## config.mk

```make
export PLATFORM = sky130hd
export DESIGN_NAME = user_irq_ctrl
export DESIGN_NICKNAME = d
export VERILOG_FILES = /design/src/rtl/user_irq_ctrl.sv
export SDC_FILE = /design/constraint.sdc
export NUM_CORES = 1
export LEC_CHECK = 0
export ABC_CLOCK_PERIOD_IN_PS = 4650
export BUFFER_PORTS_ARGS = -buffer_cell sky130_fd_sc_hd__clkbuf_2
export CAP_MARGIN = 15
export CORE_MARGIN = 2
export CORE_UTILIZATION = 50
export CTS_CLUSTER_DIAMETER = 80
export DETAILED_ROUTE_END_ITERATION = 8
export PLACE_DENSITY = 0.86
export REMOVE_ABC_BUFFERS = 1
export SLEW_MARGIN = 25
export SYNTH_ARGS = -nofsm -noshare
export SYNTH_HDL_FRONTEND = slang
export SYNTH_SLANG_ARGS = --single-unit
export TNS_END_PERCENT = 1
```

## constraint.sdc

```tcl
create_clock -name wb_clk_i -period 4.65 [get_ports wb_clk_i]
set_clock_uncertainty 0.05 [all_clocks]
set_input_delay 0.93 -clock wb_clk_i [delete_from_list [all_inputs] [get_ports wb_clk_i]]
set_output_delay 0.93 -clock wb_clk_i [all_outputs]
set_load 0.01 [all_outputs]
```

## src/rtl/user_irq_ctrl.sv

```systemverilog
// user_irq_ctrl
// Interrupt controller in the user project area. Synchronises NSRC event
// sources, edge-detects each with a per-source polarity, latches events into
// pending bits and routes every enabled pending source onto one of the three
// user_irq lines into the management SoC. Firmware configures, inspects and
// acknowledges the block over a Wishbone slave port.
//
// Ports:
//   wb_clk_i, wb_rst_i   clock, synchronous active-high reset
//   wbs_*                Wishbone slave (stb/cyc/we/sel/adr/dat_i in,
//                        ack/dat_o out)
//   irq_src_i[NSRC]      asynchronous interrupt sources
//   user_irq[3]          registered interrupt lines to the management SoC
//
// Register map (byte offset adr[7:0]):
//   0x00 PEND (R/W1C)  0x04 ENABLE  0x08 POL (1 = falling)
//   0x0C ROUTE (2 bits/source, 3 = unrouted)  0x10 SWSET (W)  0x14 STATUS
module user_irq_ctrl #(
  parameter int          NSRC     = 8,
  parameter logic [31:0] BASE_ADR = 32'h3000_0000,
  parameter int          WARMUP   = 3
) (
  input  logic            wb_clk_i,
  input  logic            wb_rst_i,
  input  logic            wbs_stb_i,
  input  logic            wbs_cyc_i,
  input  logic            wbs_we_i,
  input  logic [3:0]      wbs_sel_i,
  input  logic [31:0]     wbs_adr_i,
  input  logic [31:0]     wbs_dat_i,
  output logic            wbs_ack_o,
  output logic [31:0]     wbs_dat_o,
  input  logic [NSRC-1:0] irq_src_i,
  output logic [2:0]      user_irq
);

  localparam int WW = (WARMUP < 1) ? 1 : $clog2(WARMUP + 1);

  localparam logic [7:0] OFF_PEND   = 8'h00;
  localparam logic [7:0] OFF_ENABLE = 8'h04;
  localparam logic [7:0] OFF_POL    = 8'h08;
  localparam logic [7:0] OFF_ROUTE  = 8'h0C;
  localparam logic [7:0] OFF_SWSET  = 8'h10;
  localparam logic [7:0] OFF_STATUS = 8'h14;

  // Lowest-numbered set bit, 0 when none is set.
  function automatic logic [3:0] lowest_idx(input logic [NSRC-1:0] v);
    lowest_idx = '0;
    for (int i = NSRC - 1; i >= 0; i--) begin
      if (v[i]) lowest_idx = 4'(i);
    end
  endfunction

  logic [NSRC-1:0]   src_p1, src_p2, src_p3;
  logic [NSRC-1:0]   pend, enable, pol;
  logic [2*NSRC-1:0] route;
  logic [WW-1:0]     warm;
  logic              ack_q;
  logic [31:0]       rdat_q;
  logic [2:0]        irq_q;

  logic              hit, acc, wr;
  logic [7:0]        off;
  logic [31:0]       bmask, wd, rdata;
  logic [NSRC-1:0]   wd_n, m_n, rise, fall, evt, active, clr, set;
  logic [2*NSRC-1:0] wd_r, m_r;
  logic [2:0]        irq_d;
  logic              unused_bits;

  // Bus decode. A new access is accepted only while ack is low, so ack can
  // never be high on two consecutive cycles.
  assign hit   = wbs_stb_i & wbs_cyc_i & (wbs_adr_i[31:8] == BASE_ADR[31:8]);
  assign acc   = hit & ~ack_q;
  assign wr    = acc & wbs_we_i;
  assign off   = wbs_adr_i[7:0];
  assign bmask = {{8{wbs_sel_i[3]}}, {8{wbs_sel_i[2]}},
                  {8{wbs_sel_i[1]}}, {8{wbs_sel_i[0]}}};
  assign wd    = wbs_dat_i & bmask;
  assign wd_n  = wd[NSRC-1:0];
  assign m_n   = bmask[NSRC-1:0];
  assign wd_r  = wd[2*NSRC-1:0];
  assign m_r   = bmask[2*NSRC-1:0];
  assign unused_bits = ^{wd, bmask};

  // Edge detection on the synchronised level; masked during warmup so a
  // source already high when reset releases does not look like a rise.
  assign rise   = src_p2 & ~src_p3;
  assign fall   = ~src_p2 & src_p3;
  assign evt    = (warm == '0) ? ((pol & fall) | (~pol & rise)) : '0;
  assign active = pend & enable;

  // A hardware event or SWSET in the same cycle as a W1C wins.
  assign clr = (wr && off == OFF_PEND)  ? wd_n : '0;
  assign set = ((wr && off == OFF_SWSET) ? wd_n : '0) | evt;

  always_comb begin
    irq_d = '0;
    for (int i = 0; i < NSRC; i++) begin
      for (int k = 0; k < 3; k++) begin
        if (active[i] && route[2*i +: 2] == 2'(k)) irq_d[k] = 1'b1;
      end
    end
  end

  always_comb begin
    rdata = '0;
    case (off)
      OFF_PEND:   rdata = 32'(pend);
      OFF_ENABLE: rdata = 32'(enable);
      OFF_POL:    rdata = 32'(pol);
      OFF_ROUTE:  rdata = 32'(route);
      OFF_STATUS: rdata = {|active, 27'd0, lowest_idx(active)};
      default:    rdata = '0;
    endcase
  end

  always_ff @(posedge wb_clk_i) begin
    if (wb_rst_i) begin
      src_p1 <= '0;
      src_p2 <= '0;
      src_p3 <= '0;
      pend   <= '0;
      enable <= '0;
      pol    <= '0;
      route  <= '0;
      warm   <= WW'(WARMUP);
      ack_q  <= 1'b0;
      rdat_q <= '0;
      irq_q  <= '0;
    end else begin
      // p1/p2: two-flop synchroniser, p3: history for edge detection
      src_p1 <= irq_src_i;
      src_p2 <= src_p1;
      src_p3 <= src_p2;
      if (warm != '0) warm <= warm - 1'b1;

      // register stage: writes land on the edge that raises ack
      pend <= (pend & ~clr) | set;
      if (wr && off == OFF_ENABLE) enable <= (enable & ~m_n) | wd_n;
      if (wr && off == OFF_POL)    pol    <= (pol & ~m_n) | wd_n;
      if (wr && off == OFF_ROUTE)  route  <= (route & ~m_r) | wd_r;
      ack_q  <= acc;
      rdat_q <= (acc && !wbs_we_i) ? rdata : '0;

      // output stage: user_irq follows PEND/ENABLE/ROUTE by one edge
      irq_q <= irq_d;
    end
  end

  assign wbs_ack_o = ack_q;
  assign wbs_dat_o = rdat_q;
  assign user_irq  = irq_q;

endmodule

```

==> run metrics <==
final period demand of the worst path 2.813 ns; Final Slew Violations 0; detailed-placement wirelength estimate 6.314 mm; routed vias/inst 5.410; worst min-delay path class reg -> reg; clock buffer count from CTS 9; setup repair after global routing missed its margin false; max-cap check violation count 0; worst path setup slack after routing 1.837 ns; number of clock sinks 87; overflow left after global routing 0; Worst Path Arrival 2.98 ns; Die H 91.29 microns; beginning of the worst register-to-register path wbs_ack_o; overall track demand over capacity in global routing 20.56%; Chip Width 91.29 microns; EDFF count, synth 0; portion of the post-synthesis area used by sequential elements 45.71%; DIE AREA 8334 sq um; post-detailed-route count of antenna-violating nets 0; flip-flop and latch count after synthesis 87; number of instances in the synthesized netlist 411; Achievable Freq 355.5 MHz; Crit path required time 4.82 ns; maximum resistive drop on vdd 0.2051 mV; maximum level of the CTS H-tree 3; Switching Fraction 23.52%; post-detailed-routing wire length 8.501 mm; routed length per instance 14.29 microns; ratio of cells with drive above 1 in the final layout 23.79%; first-pass GRT wire length 13.71 mm; non-filler instance count after layout 595; cells resized by post-CTS repair 0; area of the placeable core 7331 sq um; setup slack after placement 1.492 ns; number of hold buffers added after CTS 0; worst skew pair latency 0.35 ns; Worst setup SP type input pin; capture point of the worst reg-to-reg path pend[4]; Worst Setup Path Type in -> reg; Int Pwr 1005 uW; outcome finished, final reports clean; share of total power in sequential cells 58.1%; number of hold violations in the final report 0; clock transition at the register clock pins on the worst setup and hold paths after CTS 0.08 ns; CTS tree done; total number of nets in the final design 573; number of I/O port buffers 83; starting density of the core 51.97%; Least-Margin Pin Slew 0.9541 ns; fraction of synthesis flops using an asynchronous set or reset pin 0%; P_leak 0.001770 uW; maximum fanout along the worst path 8; Main synth FF type sky130_fd_sc_hd__dfxtp_1; antenna violations before repair 0; number of core rows 31; reg2reg path depth 5; post-synth design cell area 3810 sq um; portion of the clock cycle consumed by the worst path in the final layout 60.49%; clock root cell sky130_fd_sc_hd__clkbuf_8; Switch Pwr 309.1 uW; worst reg2reg setup slack 2.49 ns; pin count of the biggest net entering global routing 67; DRC violation count after routing 0; io pins 117; number of buffers on the longest clock path 2; vias in the first global route 3,029; endpoint type of the worst setup path register; synth-to-layout area growth 15.93%; source of the critical timing path wbs_adr_i[0]; first-iteration detailed-routing DRC count 189; Inst Count DP 579; most common library cell in the layout ignoring fill and taps sky130_fd_sc_hd__dfxtp_1; Yosys warnings 0; number of distinct standard cells referenced by the synthesized netlist 47; max_slew headroom 35.86%; Clock power frac 35.0%; routability congestion estimate from global placement 0.9164; setup tns final 0 ns; ANT cells 0; commonest cells after routing, fill and taps aside sky130_fd_sc_hd__dfxtp_1 (87), sky130_fd_sc_hd__clkbuf_2 (83), sky130_fd_sc_hd__nor2_1 (58), sky130_fd_sc_hd__mux2i_1 (33), sky130_fd_sc_hd__nand2_1 (31); total setup violations reported at the end of the flow 0; first drt pass iteration count 5; combinational power share 6.9%; post-CTS repair timing setup buffer count 0; power density of the placed cells 297.6 nW/um^2; number of vias after detailed routing 3,219; average instance area after synthesis 9.270 sq um
==> area by class of cell <==
| type | instances | area [sq um] |
|---|---|---|
| inverters | 13 | 48.80 |
| repair buffers | 85 | 430.4 |
| clock buffers | 13 | 148.9 |
| clock inverters | 3 | 18.77 |
| flip-flops and latches | 87 | 1742 |
| multi-input cells | 295 | 1904 |
| fillers | 637 | 2914 |
| well taps | 99 | 123.9 |
==> cell usage after synthesis, drive strengths merged, types with 4 or more instances <==
library cell / count / area share (%)
a21oi: 14 / 1.8
a22oi: 23 / 4.5
a31oi: 4 / 0.66
and2: 11 / 1.8
and4: 6 / 1.4
buf: 19 / 3.6
clkbuf: 11 / 1.1
dfxtp: 87 / 46
inv: 13 / 1.3
mux2i: 33 / 8.7
nand2: 31 / 3.1
nand4: 7 / 1.5
nor2: 58 / 5.7
nor2b: 26 / 4.3
nor3: 8 / 1.1
nor3b: 4 / 0.79
nor4: 10 / 4.1
o21ai: 18 / 2.4
==> power by group through the flow <==
| stage | registers [uW] | clock network [uW] | logic, uW |
|---|---|---|---|
| final | 764 | 460 | 91.0 |
| after global routing | 766 | 502 | 102 |
| after CTS | 764 | 467 | 91.0 |
| after detailed placement | 781 | 0 | 90.5 |
| after global placement | 780 | 0 | 86.5 |
| after floorplan | 780 | 0 | 38.7 |
==> worst min path at each step <==
stage                     startpoint   endpoint  slack, ns  cells past startpoint
after global placement     src_p1[0]  src_p2[0]       0.37                      1
after detailed placement   src_p1[5]  src_p2[5]       0.37                      1
after global routing       src_p1[1]  src_p2[1]       0.41                      1
final                      src_p1[5]  src_p2[5]       0.39                      1
after CTS                  src_p1[5]  src_p2[5]       0.39                      1
after floorplan            src_p1[0]  src_p2[0]       0.36                      1
==> per-layer routing <==
metal | GRT usage, % | vias up | share of wire (%)
li1 | - | 1575 | -
met1 | 24.27 | 1488 | 41
met2 | 34.63 | 138 | 49
met3 | 5.311 | 18 | 8.0
met4 | 10.10 | 0 | 1.6
met5 | 0 | - | 0
==> worst max-delay path, stage by stage <==
cell	delay (ns)
sky130_fd_sc_hd__clkbuf_2	0.11
sky130_fd_sc_hd__or4_4	0.57
sky130_fd_sc_hd__nor4_4	0.45
sky130_fd_sc_hd__and4_1	0.62
sky130_fd_sc_hd__mux2i_1	0.25
sky130_fd_sc_hd__nor2_1	0.05
==> cell families (layout without fill, tap and decap cells) <==
family | Yosys count | after routing | share of synthesized area (%)
flip-flops | 87 | 87 | 45.71
XOR/XNOR | 1 | 1 | 0.2299
AND/OR/NAND/NOR | 174 | 174 | 26.34
other | 1 | 15 | 0.09843
multiplexers | 35 | 35 | 9.557
adder cells (fa/ha/maj) | 1 | 1 | 0.3284
AO/OA/AOI/OAI | 69 | 69 | 11.72
buffers and inverters | 43 | 114 | 6.010
==> through the flow <==
stage          cell area (sq um)  total power (uW)  util, %  hold slack, ns
2_1_floorplan               3682             818.3        -          0.3638
3_3_place_gp                4243             866.9    57.88          0.3662
3_5_place_dp                4243             871.7    57.88          0.3733
4_1_cts                     4410              1321    60.16          0.3921
5_1_grt                     4417              1370    60.25          0.4065
6_report                    4417              1315    60.25          0.3899
No activity file was read; power rests on OpenSTA's default activity.
